`src/rtl/rf_wb_pkg.sv`:
```
// Shared types and constants for the register-file writeback arbiter.
package rf_wb_pkg;

  localparam int RF_AW = 5;
  localparam int RF_DW = 32;
  localparam logic [RF_AW-1:0] RF_ZERO = 5'd0;

  typedef struct packed {
    logic [RF_AW-1:0] addr;
    logic [RF_DW-1:0] data;
  } rf_wr_t;

  typedef enum logic [1:0] {GNT_NONE, GNT_ALU, GNT_FIFO} gnt_sel_t;

endpackage

```
`src/rtl/rf_wb_fifo.sv`:
```
// Load-result FIFO; exposes every slot's valid/addr for the hazard compare.
// With RF_WB_FWD_EN defined it also exports slot data and the head pointer.
module rf_wb_fifo
  import rf_wb_pkg::*;
#(
  parameter int DEPTH = 4
) (
  input  logic                       clk,
  input  logic                       rstn,
  input  logic                       i_push,
  input  logic [RF_AW-1:0]           i_addr,
  input  logic [RF_DW-1:0]           i_data,
  input  logic                       i_pop,
  output logic [RF_AW-1:0]           o_head_addr,
  output logic [RF_DW-1:0]           o_head_data,
  output logic                       o_full,
  output logic                       o_empty,
  output logic [$clog2(DEPTH):0]     o_cnt,
  output logic [DEPTH-1:0]           o_ent_valid,
`ifdef RF_WB_FWD_EN
  output logic [$clog2(DEPTH)-1:0]   o_rd_ptr,
  output logic [DEPTH*RF_DW-1:0]     o_ent_data,
`endif
  output logic [DEPTH*RF_AW-1:0]     o_ent_addr
);

  localparam int PW = $clog2(DEPTH);

  rf_wr_t        r_mem [DEPTH];
  logic [PW-1:0] r_wr_ptr;
  logic [PW-1:0] r_rd_ptr;
  logic [PW:0]   r_cnt;
  logic          w_push;
  logic          w_pop;

  assign o_full  = (r_cnt == (PW+1)'(DEPTH));
  assign o_empty = (r_cnt == '0);
  assign o_cnt   = r_cnt;
  // A full FIFO refuses the push even when the head is popped in the same cycle.
  assign w_push  = i_push && !o_full;
  assign w_pop   = i_pop && !o_empty;

  always_ff @(posedge clk) begin
    if (!rstn) begin
      r_wr_ptr <= '0;
      r_rd_ptr <= '0;
      r_cnt    <= '0;
    end else begin
      if (w_push) r_wr_ptr <= r_wr_ptr + 1'b1;
      if (w_pop)  r_rd_ptr <= r_rd_ptr + 1'b1;
      case ({w_push, w_pop})
        2'b10:   r_cnt <= r_cnt + 1'b1;
        2'b01:   r_cnt <= r_cnt - 1'b1;
        default: r_cnt <= r_cnt;
      endcase
    end
  end

  always_ff @(posedge clk) begin
    if (w_push) r_mem[r_wr_ptr] <= '{addr: i_addr, data: i_data};
  end

  assign o_head_addr = r_mem[r_rd_ptr].addr;
  assign o_head_data = r_mem[r_rd_ptr].data;

`ifdef RF_WB_FWD_EN
  assign o_rd_ptr = r_rd_ptr;
`endif

  // A slot is live when its distance from the head is below the occupancy.
  for (genvar gi = 0; gi < DEPTH; gi++) begin : g_ent
    logic [PW-1:0] w_age;
    assign w_age           = PW'(gi) - r_rd_ptr;
    assign o_ent_valid[gi] = ({1'b0, w_age} < r_cnt);
    assign o_ent_addr[gi*RF_AW +: RF_AW] = r_mem[gi].addr;
`ifdef RF_WB_FWD_EN
    assign o_ent_data[gi*RF_DW +: RF_DW] = r_mem[gi].data;
`endif
  end

endmodule

```
`src/rtl/rf_wb_arbiter.sv`:
```
// Writeback arbiter: ALU results (priority) and buffered load results share one
// register-file write port. RF_WB_FWD_EN adds forwarding outputs and ties hz1/hz2 low.
module rf_wb_arbiter
  import rf_wb_pkg::*;
#(
  parameter int DEPTH    = 4,
  parameter int MAX_WAIT = 8,
  parameter int AW       = RF_AW,
  parameter int DW       = RF_DW
) (
  input  logic                   clk,
  input  logic                   rstn,
  input  logic                   alu_valid,
  output logic                   alu_ready,
  input  logic [AW-1:0]          alu_waddr,
  input  logic [DW-1:0]          alu_wdata,
  input  logic                   mem_valid,
  output logic                   mem_ready,
  input  logic [AW-1:0]          mem_waddr,
  input  logic [DW-1:0]          mem_wdata,
  output logic                   reg_write,
  output logic [AW-1:0]          waddr,
  output logic [DW-1:0]          wdata,
  input  logic                   re1,
  input  logic [AW-1:0]          raddr1,
  input  logic                   re2,
  input  logic [AW-1:0]          raddr2,
  output logic                   hz1,
  output logic                   hz2,
`ifdef RF_WB_FWD_EN
  output logic                   fwd1_valid,
  output logic [DW-1:0]          fwd1_data,
  output logic                   fwd2_valid,
  output logic [DW-1:0]          fwd2_data,
`endif
  output logic [$clog2(DEPTH):0] fifo_cnt
);

  localparam int PW = $clog2(DEPTH);
  localparam int WW = $clog2(MAX_WAIT + 1);

  logic [WW-1:0]       r_wait_cnt;
  logic                r_reg_write;
  logic [AW-1:0]       r_waddr;
  logic [DW-1:0]       r_wdata;

  gnt_sel_t            w_gnt;
  logic                w_alu_ready;
  logic                w_force;
  logic                w_full;
  logic                w_empty;
  logic [AW-1:0]       w_head_addr;
  logic [DW-1:0]       w_head_data;
  logic [AW-1:0]       w_gnt_addr;
  logic [DW-1:0]       w_gnt_data;
  logic [DEPTH-1:0]    w_ent_valid;
  logic [DEPTH*AW-1:0] w_ent_addr;
  logic [DEPTH-1:0]    w_m1;
  logic [DEPTH-1:0]    w_m2;
  logic                w_hz1_cond;
  logic                w_hz2_cond;
`ifdef RF_WB_FWD_EN
  logic [PW-1:0]       w_rd_ptr;
  logic [DEPTH*DW-1:0] w_ent_data;
`endif

  rf_wb_fifo #(.DEPTH(DEPTH)) u_fifo (
    .clk         (clk),
    .rstn        (rstn),
    .i_push      (mem_valid),
    .i_addr      (mem_waddr),
    .i_data      (mem_wdata),
    .i_pop       (w_gnt == GNT_FIFO),
    .o_head_addr (w_head_addr),
    .o_head_data (w_head_data),
    .o_full      (w_full),
    .o_empty     (w_empty),
    .o_cnt       (fifo_cnt),
    .o_ent_valid (w_ent_valid),
`ifdef RF_WB_FWD_EN
    .o_rd_ptr    (w_rd_ptr),
    .o_ent_data  (w_ent_data),
`endif
    .o_ent_addr  (w_ent_addr)
  );

  assign mem_ready = !w_full;
  assign w_force   = (r_wait_cnt == WW'(MAX_WAIT)) && !w_empty;

  always_comb begin
    w_gnt       = GNT_NONE;
    w_alu_ready = 1'b1;
    if (w_force) begin
      w_gnt       = GNT_FIFO;
      w_alu_ready = 1'b0;
    end else if (alu_valid) begin
      w_gnt = GNT_ALU;
    end else if (!w_empty) begin
      w_gnt = GNT_FIFO;
    end
  end

  assign alu_ready  = w_alu_ready;
  assign w_gnt_addr = (w_gnt == GNT_ALU) ? alu_waddr : w_head_addr;
  assign w_gnt_data = (w_gnt == GNT_ALU) ? alu_wdata : w_head_data;

  always_ff @(posedge clk) begin
    if (!rstn) begin
      r_wait_cnt  <= '0;
      r_reg_write <= 1'b0;
      r_waddr     <= '0;
      r_wdata     <= '0;
    end else begin
      if (w_gnt == GNT_FIFO || w_empty)
        r_wait_cnt <= '0;
      else if (w_gnt == GNT_ALU && r_wait_cnt != WW'(MAX_WAIT))
        r_wait_cnt <= r_wait_cnt + 1'b1;

      // Writes to r0 still consume the grant but never reach the register file.
      if (w_gnt != GNT_NONE) begin
        r_reg_write <= (w_gnt_addr != RF_ZERO);
        r_waddr     <= w_gnt_addr;
        r_wdata     <= w_gnt_data;
      end else begin
        r_reg_write <= 1'b0;
      end
    end
  end

  assign reg_write = r_reg_write;
  assign waddr     = r_waddr;
  assign wdata     = r_wdata;

  for (genvar gi = 0; gi < DEPTH; gi++) begin : g_match
    assign w_m1[gi] = w_ent_valid[gi] && (w_ent_addr[gi*AW +: AW] == raddr1);
    assign w_m2[gi] = w_ent_valid[gi] && (w_ent_addr[gi*AW +: AW] == raddr2);
  end

  assign w_hz1_cond = re1 && (raddr1 != RF_ZERO) &&
                      ((|w_m1) || (r_reg_write && r_waddr == raddr1));
  assign w_hz2_cond = re2 && (raddr2 != RF_ZERO) &&
                      ((|w_m2) || (r_reg_write && r_waddr == raddr2));

`ifdef RF_WB_FWD_EN
  assign hz1        = 1'b0;
  assign hz2        = 1'b0;
  assign fwd1_valid = w_hz1_cond;
  assign fwd2_valid = w_hz2_cond;

  // Walk from the head (oldest) to the tail so the newest match wins.
  always_comb begin
    logic [PW-1:0] v_idx;
    v_idx     = '0;
    fwd1_data = r_wdata;
    fwd2_data = r_wdata;
    for (int k = 0; k < DEPTH; k++) begin
      v_idx = w_rd_ptr + PW'(k);
      if (w_m1[v_idx]) fwd1_data = w_ent_data[v_idx*DW +: DW];
      if (w_m2[v_idx]) fwd2_data = w_ent_data[v_idx*DW +: DW];
    end
  end
`else
  assign hz1 = w_hz1_cond;
  assign hz2 = w_hz2_cond;
`endif

endmodule

```
`config.mk`:
```
export PLATFORM = sky130hd
export DESIGN_NAME = rf_wb_arbiter
export DESIGN_NICKNAME = d
export VERILOG_FILES = /design/src/rtl/rf_wb_pkg.sv /design/src/rtl/rf_wb_fifo.sv /design/src/rtl/rf_wb_arbiter.sv
export SDC_FILE = /design/constraint.sdc
export NUM_CORES = 1
export LEC_CHECK = 0
export CAP_MARGIN = 10
export CORE_UTILIZATION = 40
export DETAILED_ROUTE_END_ITERATION = 6
export SLEW_MARGIN = 20
export SYNTH_ARGS = -nofsm -noshare
export SYNTH_HDL_FRONTEND = slang
export SYNTH_SLANG_ARGS = --single-unit
```
`constraint.sdc`:
```
create_clock -name clk -period 3 [get_ports clk]
set_clock_uncertainty 0.05 [all_clocks]
set_input_delay 0.75 -clock clk [delete_from_list [all_inputs] [get_ports clk]]
set_output_delay 0.75 -clock clk [all_outputs]
set_load 0.05 [all_outputs]
```
==> results of run 1 <==
## cells by family after synthesis
kind of cell / count (synthesis)
AO/OA/AOI/OAI: 62
multiplexers: 74
AND/OR/NAND/NOR: 84
XOR/XNOR: 58
flip-flops: 199
adder cells (fa/ha/maj): 12
buffers and inverters: 47
## layer usage
layer  track usage  up-vias
met1         0.230     2477
met5             0        -
met4        0.0593        0
met2         0.285      126
li1              -     2330
met3        0.0451       22
## power groups by stage
stage | Sequential [mW] | Combinational [mW] | Clock, mW
6_report | 3.72 | 3.32 | 2.36
5_1_grt | 3.77 | 3.56 | 2.52
4_1_cts | 3.72 | 3.37 | 2.42
3_5_place_dp | 3.78 | 3.18 | 0
3_3_place_gp | 3.76 | 3.15 | 0
2_1_floorplan | 4.33 | 1.58 | 0
## worst reg2reg max path, cell delays in order (launching register included)
cell and delay [ns]:
dfxtp_1 0.65, nand3_2 0.23, and2_1 0.26, inv_1 0.10, ha_1 0.18, inv_1 0.06, fa_1 0.38, xor2_1 0.16
or3_1 0.30, a21boi_0 0.16
## state kept, by name (all words and copies together), names as in the netlist, named ones only
signal / cells
u_fifo.r_wr_ptr: 2
r_wait_cnt: 4
reg_write: 1
u_fifo.r_mem: 148
waddr: 5
u_fifo.r_rd_ptr: 2
wdata: 32
u_fifo.o_cnt: 3
## synth_stat cells, types with 2 or more instances
master / count
nor2_1: 4
xor2_1: 28
nor3_1: 4
o2111ai_1: 2
nand3_1: 8
mux4_2: 37
o31a_1: 2
a31oi_1: 4
and3_1: 5
o211a_1: 37
nor4_1: 4
edfxtp_1: 148
o21ai_0: 6
ha_1: 11
dfxtp_1: 51
or4_1: 2
nand2b_1: 2
a21boi_0: 3
nand2_1: 42
buf_6: 9
xnor2_1: 30
mux2i_1: 37
a21oi_1: 5
clkbuf_1: 18
and2_1: 7
buf_2: 8
inv_1: 11
## area by class of cell
type,count,area (µm²)
Antenna cell,1,2.50
Clock buffer,22,475
Clock inverter,10,141
Fill cell,1751,9850
Inverter,11,43.8
Multi-Input combinational cell,290,2960
Sequential cell,199,5480
Tap cell,275,344
Timing Repair Buffer,163,1660
## final timing paths
check | from | end | slack [ns] | cells after the start
worst max-delay path | u_fifo.r_rd_ptr[0] | hz2 | 0.0003 | 7
worst min register to register | r_wait_cnt[0] | r_wait_cnt[0] | 0.44 | 1
worst max register to register | u_fifo.o_cnt[2] | u_fifo.o_cnt[2] | 0.39 | 9
worst min-delay path | r_wait_cnt[0] | r_wait_cnt[0] | 0.44 | 1
## what timing repair did
item / in CTS / in global routing
setup endpoints to repair: 3 / 2
setup buffers: 6 / 0
resized for setup: 36 / 7
pin swaps: 13 / 1
==> metrics, run 1 <==
WL met1=8240 µm; CTS tree=yes; Via density=5.10; Die X=approximately 150 µm; worst hold slack=0.444 ns; P_sw=3.13 mW; Pwr Total=9.39 mW; global-route wire length before repair=28,500 µm; Most used DFF post-synth=edfxtp_1; Die Area=0.0219 mm²; delay-heaviest family, CP=compound AO/OA/AOI/OAI gates; Pint=6.26 mW; Critical Path RT=2.20 ns; highest clock rate=333 MHz; final net count=784; DR WL/cell=about 19 µm; clock slew at reported path FFs=0.07 ns; slew of the pin with the lowest slew margin=0.650 ns; clock root cell=clkbuf_16; non-filler cells, final=~970; PortBufs=134; total gr overflow=0; CTS buffer count=17; First DRT Iteration DRCs=252; H-tree lvl count=4; Antenna Nets Post-Route=0; RSZ-0062 raised after global routing=yes; CP max-delay cell=dfxtp_4; endpoints failing setup=0; Fin. Hold Viols=0; CTS hold repair buffers=0; worst slack at placement=-0.200 ns; synth warn=0; Worst-Skew Late Latency=0.42 ns; Highest Signal Layer=met4; Crit path arrival time=approximately 2.2 ns; Setup crit end kind=output pin; Peak VDD IR=0.000409 V; Synth top area share=0.521; post-synthesis mux area share=0.141; Sw Ratio=0.334; Syn Nets=638; clock share of power=0.251; hold crit path type=register to register; global-route usage over all layers=0.176; Post-synth EDFFs=148; hpwl dp=between 10,000 and 15,000 µm; Netlist Area Pre-Place=0.00853 mm²; MaxCap Viol Count=0; Synth area leaders=edfxtp_1, dfxtp_1, mux4_2, mux2i_1, o211a_1; Site Rows=53; Tmin final=3.00 ns; Slew HR=0.567; Worst path max stage delay=0.35 ns; Detail Route met3 WL=920 µm; final worst-path cycle share=1.00; Pleak=4.13 nW; register area share after synthesis=0.641; GPL Wtd Cong=roughly 0.82; Max Buffers Root-to-Sink=2; outcome=finished clean; vias=4,955; largest area contributor in the netlist=edfxtp_1; WL final=18,600 µm; Die Ht=148 µm; cells along the critical path=xnor2_2 -> ha_1 -> a21oi_2 -> o2111ai_2 -> o31a_1 -> a31oi_4 -> buf_12; fin area=roughly 0.011 mm²; syn avg cell area=between 15 and 20 µm²; Synth Area in Adders=0.0185; pwr dens=846 mW/mm²; Post-route DRC=0; cells after synthesis=536; max-slew violations=0; Initial Util=0.407; critical path class=register to output pin; Critical Path Start Type=register; via count of the first global-routing pass=5,186; clk sinks=199; # IOs=~140; setup TNS=0 ns; initial antenna violation count=2; area grow syn2layout=30.1%; Unique masters post-synth=38; share of layout cells above drive strength 1=0.193; Yosys reg bits=199; Initial DRT Pass Iterations=5; crit-path max FO=2; placed cell count=~930; main combinational cell family by area after synthesis=multiplexers; Crit path buffers/inverters=1; asr flop ratio synth=0; Synth Area in XOR/XNOR=0.0595; utilization after layout=0.530; Core ar.=roughly 0.021 mm²; metal2 WL=9130 µm; largest net degree at the start of global routing=76; complex-gate fraction of the synthesized area=0.0622; most common cell after layout, fill and taps aside=edfxtp_1; final worst slack=0.000320 ns; Reg power frac=0.396; most frequent cells in the layout=edfxtp_1, clkdlybuf4s50_1, dfxtp_1; Comb power frac=0.353; Placed Area=0.0103 mm²; Synth Area in Simple Gates=0.0482
Note: power is estimated with default switching activity, not from simulation.
==> run 2: changes to the inputs <==
- CTS_CLUSTER_DIAMETER: default -> 80
- TNS_END_PERCENT: default -> 100
==> results of run 2 <==
Final layout, timing and power as in run 1 (identical DEF).
==> run 3: changes to the inputs <==
- CTS_CLUSTER_DIAMETER: 80 -> 40
- CTS_CLUSTER_SIZE: default -> 24
==> results of run 3 <==
Final layout, timing and power as in run 1 (identical DEF).
